<file path="src/rtl/fifo_pkg.sv">
// ============================================================================
// fifo_pkg : shared constants and Gray-code helpers for the async FIFO
// Revision : 1.0
// ============================================================================
`default_nettype none

package fifo_pkg;

    localparam int MODE_WR = 0;
    localparam int MODE_RD = 1;
    localparam int GRAY_W  = 32;

    // Gray coding is width-independent under zero extension, so callers
    // cast their narrow pointer up to GRAY_W and the result back down.
    function automatic logic [GRAY_W-1:0] bin2gray(input logic [GRAY_W-1:0] b);
        return b ^ (b >> 1);
    endfunction

    function automatic logic [GRAY_W-1:0] gray2bin(input logic [GRAY_W-1:0] g);
        logic [GRAY_W-1:0] b;
        b[GRAY_W-1] = g[GRAY_W-1];
        for (int i = GRAY_W - 2; i >= 0; i--) begin
            b[i] = b[i+1] ^ g[i];
        end
        return b;
    endfunction

endpackage

`default_nettype wire

</file>
<file path="src/rtl/sync_ff.sv">
// ============================================================================
// sync_ff : multi-stage flop chain for bringing a bus into the local clock
// Revision : 1.0
// ============================================================================
`default_nettype none

module sync_ff #(
    parameter int W      = 4,
    parameter int STAGES = 2
) (
    input  logic         clk,
    input  logic         rst,
    input  logic [W-1:0] d,
    output logic [W-1:0] q
);

    logic [STAGES-1:0][W-1:0] r_chain;

    always_ff @(posedge clk or negedge rst) begin
        if (!rst) begin
            r_chain <= '0;
        end else begin
            r_chain <= {r_chain[STAGES-2:0], d};
        end
    end

    assign q = r_chain[STAGES-1];

endmodule

`default_nettype wire

</file>
<file path="src/rtl/fifo_ptr_ctl.sv">
// ============================================================================
// fifo_ptr_ctl : one-side pointer controller (write or read) of an async FIFO
// Revision : 1.0
// ============================================================================
`default_nettype none

module fifo_ptr_ctl
    import fifo_pkg::*;
#(
    parameter int ptr_w       = 3,
    parameter int MODE        = 0,
    parameter int SYNC_STAGES = 2,
    parameter int THRESH      = 6
) (
    input  logic             clk,
    input  logic             rst,
    input  logic             en,
    input  logic [ptr_w:0]   remote_g,
    output logic [ptr_w-1:0] addr,
    output logic [ptr_w:0]   ptr_g,
    output logic             stat,
    output logic             almost,
    output logic [ptr_w:0]   level,
    output logic             err
);

    localparam int PW = ptr_w + 1;
    localparam logic [ptr_w:0] c_full_mask = PW'(3) << (ptr_w - 1);
    localparam logic [ptr_w:0] c_thresh    = PW'(THRESH);

    logic [ptr_w:0] r_ptr_b;
    logic [ptr_w:0] r_ptr_g;
    logic           r_err;
    logic [ptr_w:0] w_rsync_g;
    logic [ptr_w:0] w_rsync_b;
    logic [ptr_w:0] w_ptr_b_nxt;
    logic [ptr_w:0] w_level;
    logic           w_stat;
    logic           w_advance;

    sync_ff #(
        .W      (PW),
        .STAGES (SYNC_STAGES)
    ) u_sync (
        .clk (clk),
        .rst (rst),
        .d   (remote_g),
        .q   (w_rsync_g)
    );

    assign w_rsync_b   = PW'(gray2bin(GRAY_W'(w_rsync_g)));
    assign w_ptr_b_nxt = r_ptr_b + PW'(1);
    assign w_advance   = en & ~w_stat;

    // Gray value is registered alongside the binary one so the exported
    // pointer is a clean flop output.
    always_ff @(posedge clk or negedge rst) begin
        if (!rst) begin
            r_ptr_b <= '0;
            r_ptr_g <= '0;
            r_err   <= 1'b0;
        end else begin
            if (w_advance) begin
                r_ptr_b <= w_ptr_b_nxt;
                r_ptr_g <= PW'(bin2gray(GRAY_W'(w_ptr_b_nxt)));
            end
            if (en && w_stat) begin
                r_err <= 1'b1;
            end
        end
    end

    generate
        if (MODE == MODE_WR) begin : g_wr
            // Full when local and remote differ only in the top two Gray bits.
            assign w_stat  = (r_ptr_g == (w_rsync_g ^ c_full_mask));
            assign w_level = r_ptr_b - w_rsync_b;
            assign almost  = (w_level >= c_thresh);
        end else begin : g_rd
            assign w_stat  = (r_ptr_g == w_rsync_g);
            assign w_level = w_rsync_b - r_ptr_b;
            assign almost  = (w_level <= c_thresh);
        end
    endgenerate

    assign addr  = r_ptr_b[ptr_w-1:0];
    assign ptr_g = r_ptr_g;
    assign stat  = w_stat;
    assign level = w_level;
    assign err   = r_err;

endmodule

`default_nettype wire

</file>
<file path="config.mk">
export PLATFORM = sky130hd
export DESIGN_NAME = fifo_ptr_ctl
export DESIGN_NICKNAME = d
export VERILOG_FILES = /design/src/rtl/fifo_pkg.sv /design/src/rtl/sync_ff.sv /design/src/rtl/fifo_ptr_ctl.sv
export SDC_FILE = /design/constraint.sdc
export NUM_CORES = 1
export LEC_CHECK = 0
export CAP_MARGIN = 20
export CELL_PAD_IN_SITES_DETAIL_PLACEMENT = 0
export CELL_PAD_IN_SITES_GLOBAL_PLACEMENT = 1
export CORE_AREA = 2 2 54 66
export CTS_CLUSTER_SIZE = 40
export DETAILED_ROUTE_END_ITERATION = 8
export DIE_AREA = 0 0 56 68
export GPL_TIMING_DRIVEN = 1
export MAX_ROUTING_LAYER = met4
export PLACE_DENSITY_LB_ADDON = 0.1
export SLEW_MARGIN = 25
export SYNTH_ARGS = -nofsm -noshare
export SYNTH_HDL_FRONTEND = slang
export SYNTH_SLANG_ARGS = --single-unit
</file>
<file path="constraint.sdc">
create_clock -name clk -period 2.2 [get_ports clk]
set_clock_uncertainty 0.05 [all_clocks]
set_input_delay 0.33 -clock clk [delete_from_list [all_inputs] [get_ports clk]]
set_output_delay 0.33 -clock clk [all_outputs]
set_load 0.02 [all_outputs]
</file>
==> flow_metrics.tcl, run 1 <==
set metrics [dict create \
    yosysMostFrequentCell "dfrtp_1" \
    synth_fp_nets 76 \
    synth_xor_xnor_area_share_pct 18.2 \
    max_freq_mhz 378 \
    dp_hpwl_um 1260 \
    yosysTopAreaCellShare_pct 51.9 \
    ys.flop_type "dfrtp_1" \
    yosysTopAreaCell "dfrtp_1" \
    synth_edf_count 0 \
    cts.sinks 16 \
    dpl_cell_area_mm2 0.00117 \
    ys_ff_latch 16 \
    setup_ws_ns -0.445 \
    routed.top_layer "met4" \
    startpoint_type "flop" \
    routed-wl-met3_um 44 \
    cts_tree "done" \
    cts_inserted_buffers 3 \
    area_delta_synth_final_pct 63.3 \
    synth_area_leaders "dfrtp_1 (52%), xnor2_1 (9.1%), xor2_1 (9.1%)" \
    wl_met1_um 651 \
    period_share_pct 120 \
    syn_avg_cell_area_um2 12.0 \
    ys_types 17 \
    worstSetupPathType "flop to output port" \
    grt_overflow 0 \
    clock_latency_ns 0.24 \
    drtAntennaViolNets 0 \
    setup_viol 4 \
    wl_met2_um 843 \
    synth_top_family_by_area "XOR/XNOR gates" \
    synthAdderAreaFrac_pct 9.09 \
    hold_buffers 0 \
    core_area_mm2 0.00322 \
    maxSlewViolCount 0 \
    track_usage_pct 9.46 \
    drc 0 \
    synth_area_um2 771 \
    tightest_slew_ns 0.716 \
    path_clk_slew_ns 0.06 \
    path_max_fanout 2 \
    root_buffer "clkbuf_8" \
    period_minus_slack_ns 2.64 \
    powerDensity_mw_per_mm2 1680 \
    rsz0062_at_grt "yes" \
    outcome "finished with violations" \
    syn_inst 64 \
    worstPathRequired_ns 1.82 \
    ioPinCount 21 \
    layout.nets 117 \
    grt_start_max_net_pins 17 \
    async_flop_share_pct 100 \
    htreeDepth 1 \
    cp-end-kind "output port" \
    maxCapViolCount 0 \
    yosysSeqAreaShare_pct 51.9 \
    r2r_cells 6 \
    die_area_mm2 0.00381 \
    dr.pass1.iters 4 \
    min_path_cells 0 \
    die_h_um 68 \
    synth_simple_gate_area_share_pct 7.63 \
    p_total_uw 2120 \
    dr_total_vias 559 \
    grt_first_pass_wirelength_um 2590 \
    max-clock-path-buffers 2 \
    grt_pass1_vias 557 \
    synth_mux_area_share_pct 1.95 \
    hold_violations 0 \
    yosys_warnings 0 \
    violations "setup timing" \
    wl_per_cell_um 11.0 \
    crit_arrival_ns 2.26 \
    fin_area_mm2 0.00126 \
    maxSlewHeadroom_pct 52.1 \
    globalplace.congestion 0.630 \
    die_w_um 56 \
    min_path_type "flop to flop" \
    fp-row-count 23 \
    layout-drive-gt1-share_pct 38.5 \
    peakVddDrop_mv 0.972 \
    floorplan.initialDensity_pct 23.9 \
    drtIter0Drc 4 \
    synth_compound_area_share_pct 8.77 \
    n_antenna_cell 0 \
    antenna_found_initial 0 \
    viasPerCell 3.96 \
    synth_commonest_cells "dfrtp_1 (16), xnor2_1 (8), xor2_1 (8)" \
    io_buffers 20 \
    p_leak_uw 0.000562 \
    totalWireLength_um 1560 \
]
metal layers:
layer  up-vias  track usage [%]
met5         -                -
met4         0             6.25
li1        287                -
met2         9             15.6
met3         2             1.70
met1       261             10.7
flip-flops by register name (all words and copies together), names as in the netlist:
register        flops
u_sync.q            4
u_sync.r_chain      4
err                 1
ptr_g               3
r_ptr_b             4
metrics by stage:
stage	std cells	utilization (%)	TNS, ns	worst slack, ns	hold WS, ns
6_report	141	39.1	-1.42	-0.445	0.298
5_1_grt	141	39.1	-1.92	-0.576	0.313
4_1_cts	140	38.6	-1.62	-0.504	0.299
3_5_place_dp	134	36.4	-2.52	-0.699	0.285
3_3_place_gp	134	36.4	-2.33	-0.659	0.284
2_1_floorplan	64	-	-0.260	-0.225	-0.0156
kinds of logic (layout without fill, tap and decap cells):
group | count (synthesis) | after routing
buffers and inverters | 5 | 45
AO/OA/AOI/OAI | 8 | 8
adder cells (fa/ha/maj) | 5 | 5
multiplexers | 1 | 1
AND/OR/NAND/NOR | 13 | 13
XOR/XNOR | 16 | 16
flip-flops | 16 | 16
worst max-delay path: stages, from the launching register on:
cell	delay, ns
dfrtp_1	0.41
xnor2_2	0.24
xor2_2	0.19
buf_4	0.14
ha_1	0.21
nor2b_1	0.13
o21ai_2	0.16
nor3b_4	0.23
buf_4	0.15
o21ai_4	0.04
buf_6	0.13
placed cells by master, fill, tap and decap left out, drive strengths merged:
cell type,n
nor3b,1
mux2,1
clkbuf,4
buf,21
o41ai,1
a21boi,1
dfrtp,16
ha,4
a21o,1
dlygate4sd2,1
clkdlybuf4s50,14
nor2b,1
o21ai,5
nor4,1
nand2,6
inv,5
xor2,8
fa,1
xnor2,8
nand3,1
nor2,3
where the power goes:
part / switching [uW] / internal (uW) / leakage (uW)
Clock: 96.9 / 159 / 0.0000288
Combinational: 711 / 711 / 0.000347
Sequential: 61.2 / 380 / 0.000187
Total: 869 / 1250 / 0.000562
path summary, 6_finish.rpt:
| check | from | end | slack [ns] |
|---|---|---|---|
| setup / recovery | u_sync.q[2]$_DFF_PN0_ | almost | -0.44 |
| hold / removal | u_sync.r_chain[3]$_DFF_PN0_ | u_sync.q[3]$_DFF_PN0_ | 0.30 |
| setup reg to reg | u_sync.q[3]$_DFF_PN0_ | r_ptr_b[1]$_DFFE_PN0P_ | 0.31 |
| hold reg to reg | u_sync.r_chain[3]$_DFF_PN0_ | u_sync.q[3]$_DFF_PN0_ | 0.30 |
| max in group asynchronous | rst | err$_DFFE_PN0P_ | 1.18 |
| min in group asynchronous | rst | r_ptr_b[0]$_DFFE_PN0P_ | 0.46 |
area by class of cell:
cell class	instances	area, um2
Multi-Input combinational cell	43	432
Tap cell	37	46.3
Inverter	5	18.8
Clock buffer	4	55.1
Timing Repair Buffer	36	307
Sequential cell	16	400
Fill cell	330	1960
timing repair:
action,CTS,global route
resized for setup,31,1
setup buffers,2,1
hold endpoints to repair,0,0
endpoints found under the setup margin,6,5
pin swaps,8,7
Power figures use the tool's default switching activity.
==> run 2: changes to the inputs <==
- PLACE_DENSITY: default -> 0.65
- PLACE_DENSITY_LB_ADDON: 0.1 -> default
==> flow_metrics.tcl, run 2 (synthesis gave the netlist of run 1 again) <==
set metrics [dict create \
    outcome "finished with violations" \
    violations "setup timing" \
    cp-end-kind "output port" \
    die_h_um 68 \
    grt_pass1_vias 582 \
    multiInputGateArea_um2 422 \
    drc 0 \
    layout.nets 120 \
    dp_hpwl_um 1250 \
    fin_area_mm2 0.00128 \
    crit_start "u_sync.q[2]$_DFF_PN0_" \
    worstSetupPathType "flop to output port" \
    antenna_found_initial 0 \
    htreeDepth 1 \
    fp-row-count 23 \
    dr.pass1.iters 2 \
    postLayoutCoreUtil_pct 39.6 \
    n_antenna_cell 0 \
    drtIter0Drc 14 \
    grt_overflow 0 \
    crit_arrival_ns 2.29 \
    dpl_cell_area_mm2 0.00119 \
    worstHoldStart "u_sync.r_chain[0]$_DFF_PN0_" \
    most-common-layout-cells "buf_4 (19), dfrtp_1 (16), clkdlybuf4s50_1 (14)" \
    path_clk_slew_ns 0.06 \
    startpoint_type "flop" \
    rr_startpoint "u_sync.q[3]$_DFF_PN0_" \
    final_common_cell "buf_4" \
    min_path_type "flop to flop" \
    layout-drive-gt1-share_pct 38.3 \
    dr_total_vias 584 \
    globalplace.congestion 0.707 \
    max-clock-path-buffers 2 \
    viasPerCell 4.06 \
    setup_viol 4 \
    core_area_mm2 0.00322 \
    powerDensity_mw_per_mm2 1710 \
    p_total_uw 2190 \
    clock_latency_ns 0.25 \
    rsz0062_at_grt "yes" \
    peakVddDrop_mv 0.969 \
    cts.sinks 16 \
    period_minus_slack_ns 2.67 \
    die_w_um 56 \
    p_leak_uw 0.000580 \
    path_max_fanout 2 \
    grt_start_max_net_pins 17 \
    setup_ws_ns -0.471 \
    root_buffer "clkbuf_8" \
    drtAntennaViolNets 0 \
    tns_ns -1.60 \
    r2r_slack_ns 0.25 \
    max_freq_mhz 374 \
    track_usage_pct 8.87 \
    floorplan.initialDensity_pct 23.9 \
    whs_ns 0.299 \
    maxCapViolCount 0 \
    maxSlewHeadroom_pct 54.1 \
    io_buffers 20 \
    totalWireLength_um 1500 \
    hold_violations 0 \
    cts_inserted_buffers 3 \
    wl_per_cell_um 10.4 \
    period_share_pct 121 \
    fillers 335 \
    ioPinCount 21 \
    seq_area_um2 400 \
    area_delta_synth_final_pct 65.7 \
    worstPathRequired_ns 1.82 \
    maxSlewViolCount 0 \
    cts_tree "done" \
    die_area_mm2 0.00381 \
    grt_first_pass_wirelength_um 2490 \
    tightest_slew_ns 0.686 \
]
==> run 2: cell types whose count changed in the layout (fill, tap and decap cells not counted) <==
cell      change
a21boi_1      +1
buf_4         +3
buf_6         +1
buf_2         -1
nor4_2        -1
a21boi_2      -1
nor4_1        +1
==> run 2: final timing paths <==
kind                                                     to  cells past startpoint
worst max-delay path                                 almost                     10
worst min-delay path                  u_sync.q[0]$_DFF_PN0_                      0
worst max register to register       r_ptr_b[1]$_DFFE_PN0P_                      5
worst min register to register        u_sync.q[0]$_DFF_PN0_                      0
max in group asynchronous       u_sync.r_chain[1]$_DFF_PN0_                      1
min in group asynchronous              ptr_g[1]$_DFFE_PN0P_                      1
==> run 2: worst max-delay path, cell delays in order, from the launching register on <==
cell and delay [ns]:
dfrtp_1 0.40, xnor2_2 0.22, xor2_2 0.19, xnor2_1 0.14, ha_2 0.20, inv_2 0.04, fa_2 0.38, xor2_4 0.20
nand2_2 0.08, o21ai_4 0.06, buf_6 0.14
==> run 2: timing repair <==
| action | 4_1_cts | 5_1_grt |
|---|---|---|
| pin swaps | 3 | 2 |
| hold buffers | 0 | 0 |
| hold endpoints to repair | 0 | 0 |
| setup endpoints to repair | 6 | 6 |
| buffers inserted | 1 | 3 |
| resized for setup | 23 | 9 |
==> run 2: area by class of cell <==
class                   count  area share (%)
repair buffers             39            26.2
inverters                   5            1.47
clock buffers               4            4.31
flip-flops and latches     16            31.3
multi-input cells          43            33.0
well taps                  37            3.62
==> run 2: report_power, final <==
| part | leakage [uW] | total (uW) | internal, uW | switching [uW] |
|---|---|---|---|---|
| combinational | 0.000364 | 1490 | 771 | 721 |
| clock | 0.0000288 | 253 | 159 | 94.0 |
| sequential | 0.000187 | 446 | 380 | 66.0 |
==> run 2: metrics by stage <==
stage               setup slack, ns  std cells
floorplan                    -0.225         64
global placement             -0.652        136
detailed placement           -0.700        136
CTS                          -0.534        141
global route                 -0.558        144
finish                       -0.471        144
==> run 2: routing by layer <==
metal | up-vias | global-route usage (%) | wire length [um]
met2 | 17 | 14.9 | 778
met5 | - | - | 0
met3 | 4 | 1.32 | 72
met4 | 0 | 7.14 | 30
met1 | 272 | 9.45 | 615
li1 | 291 | - | -
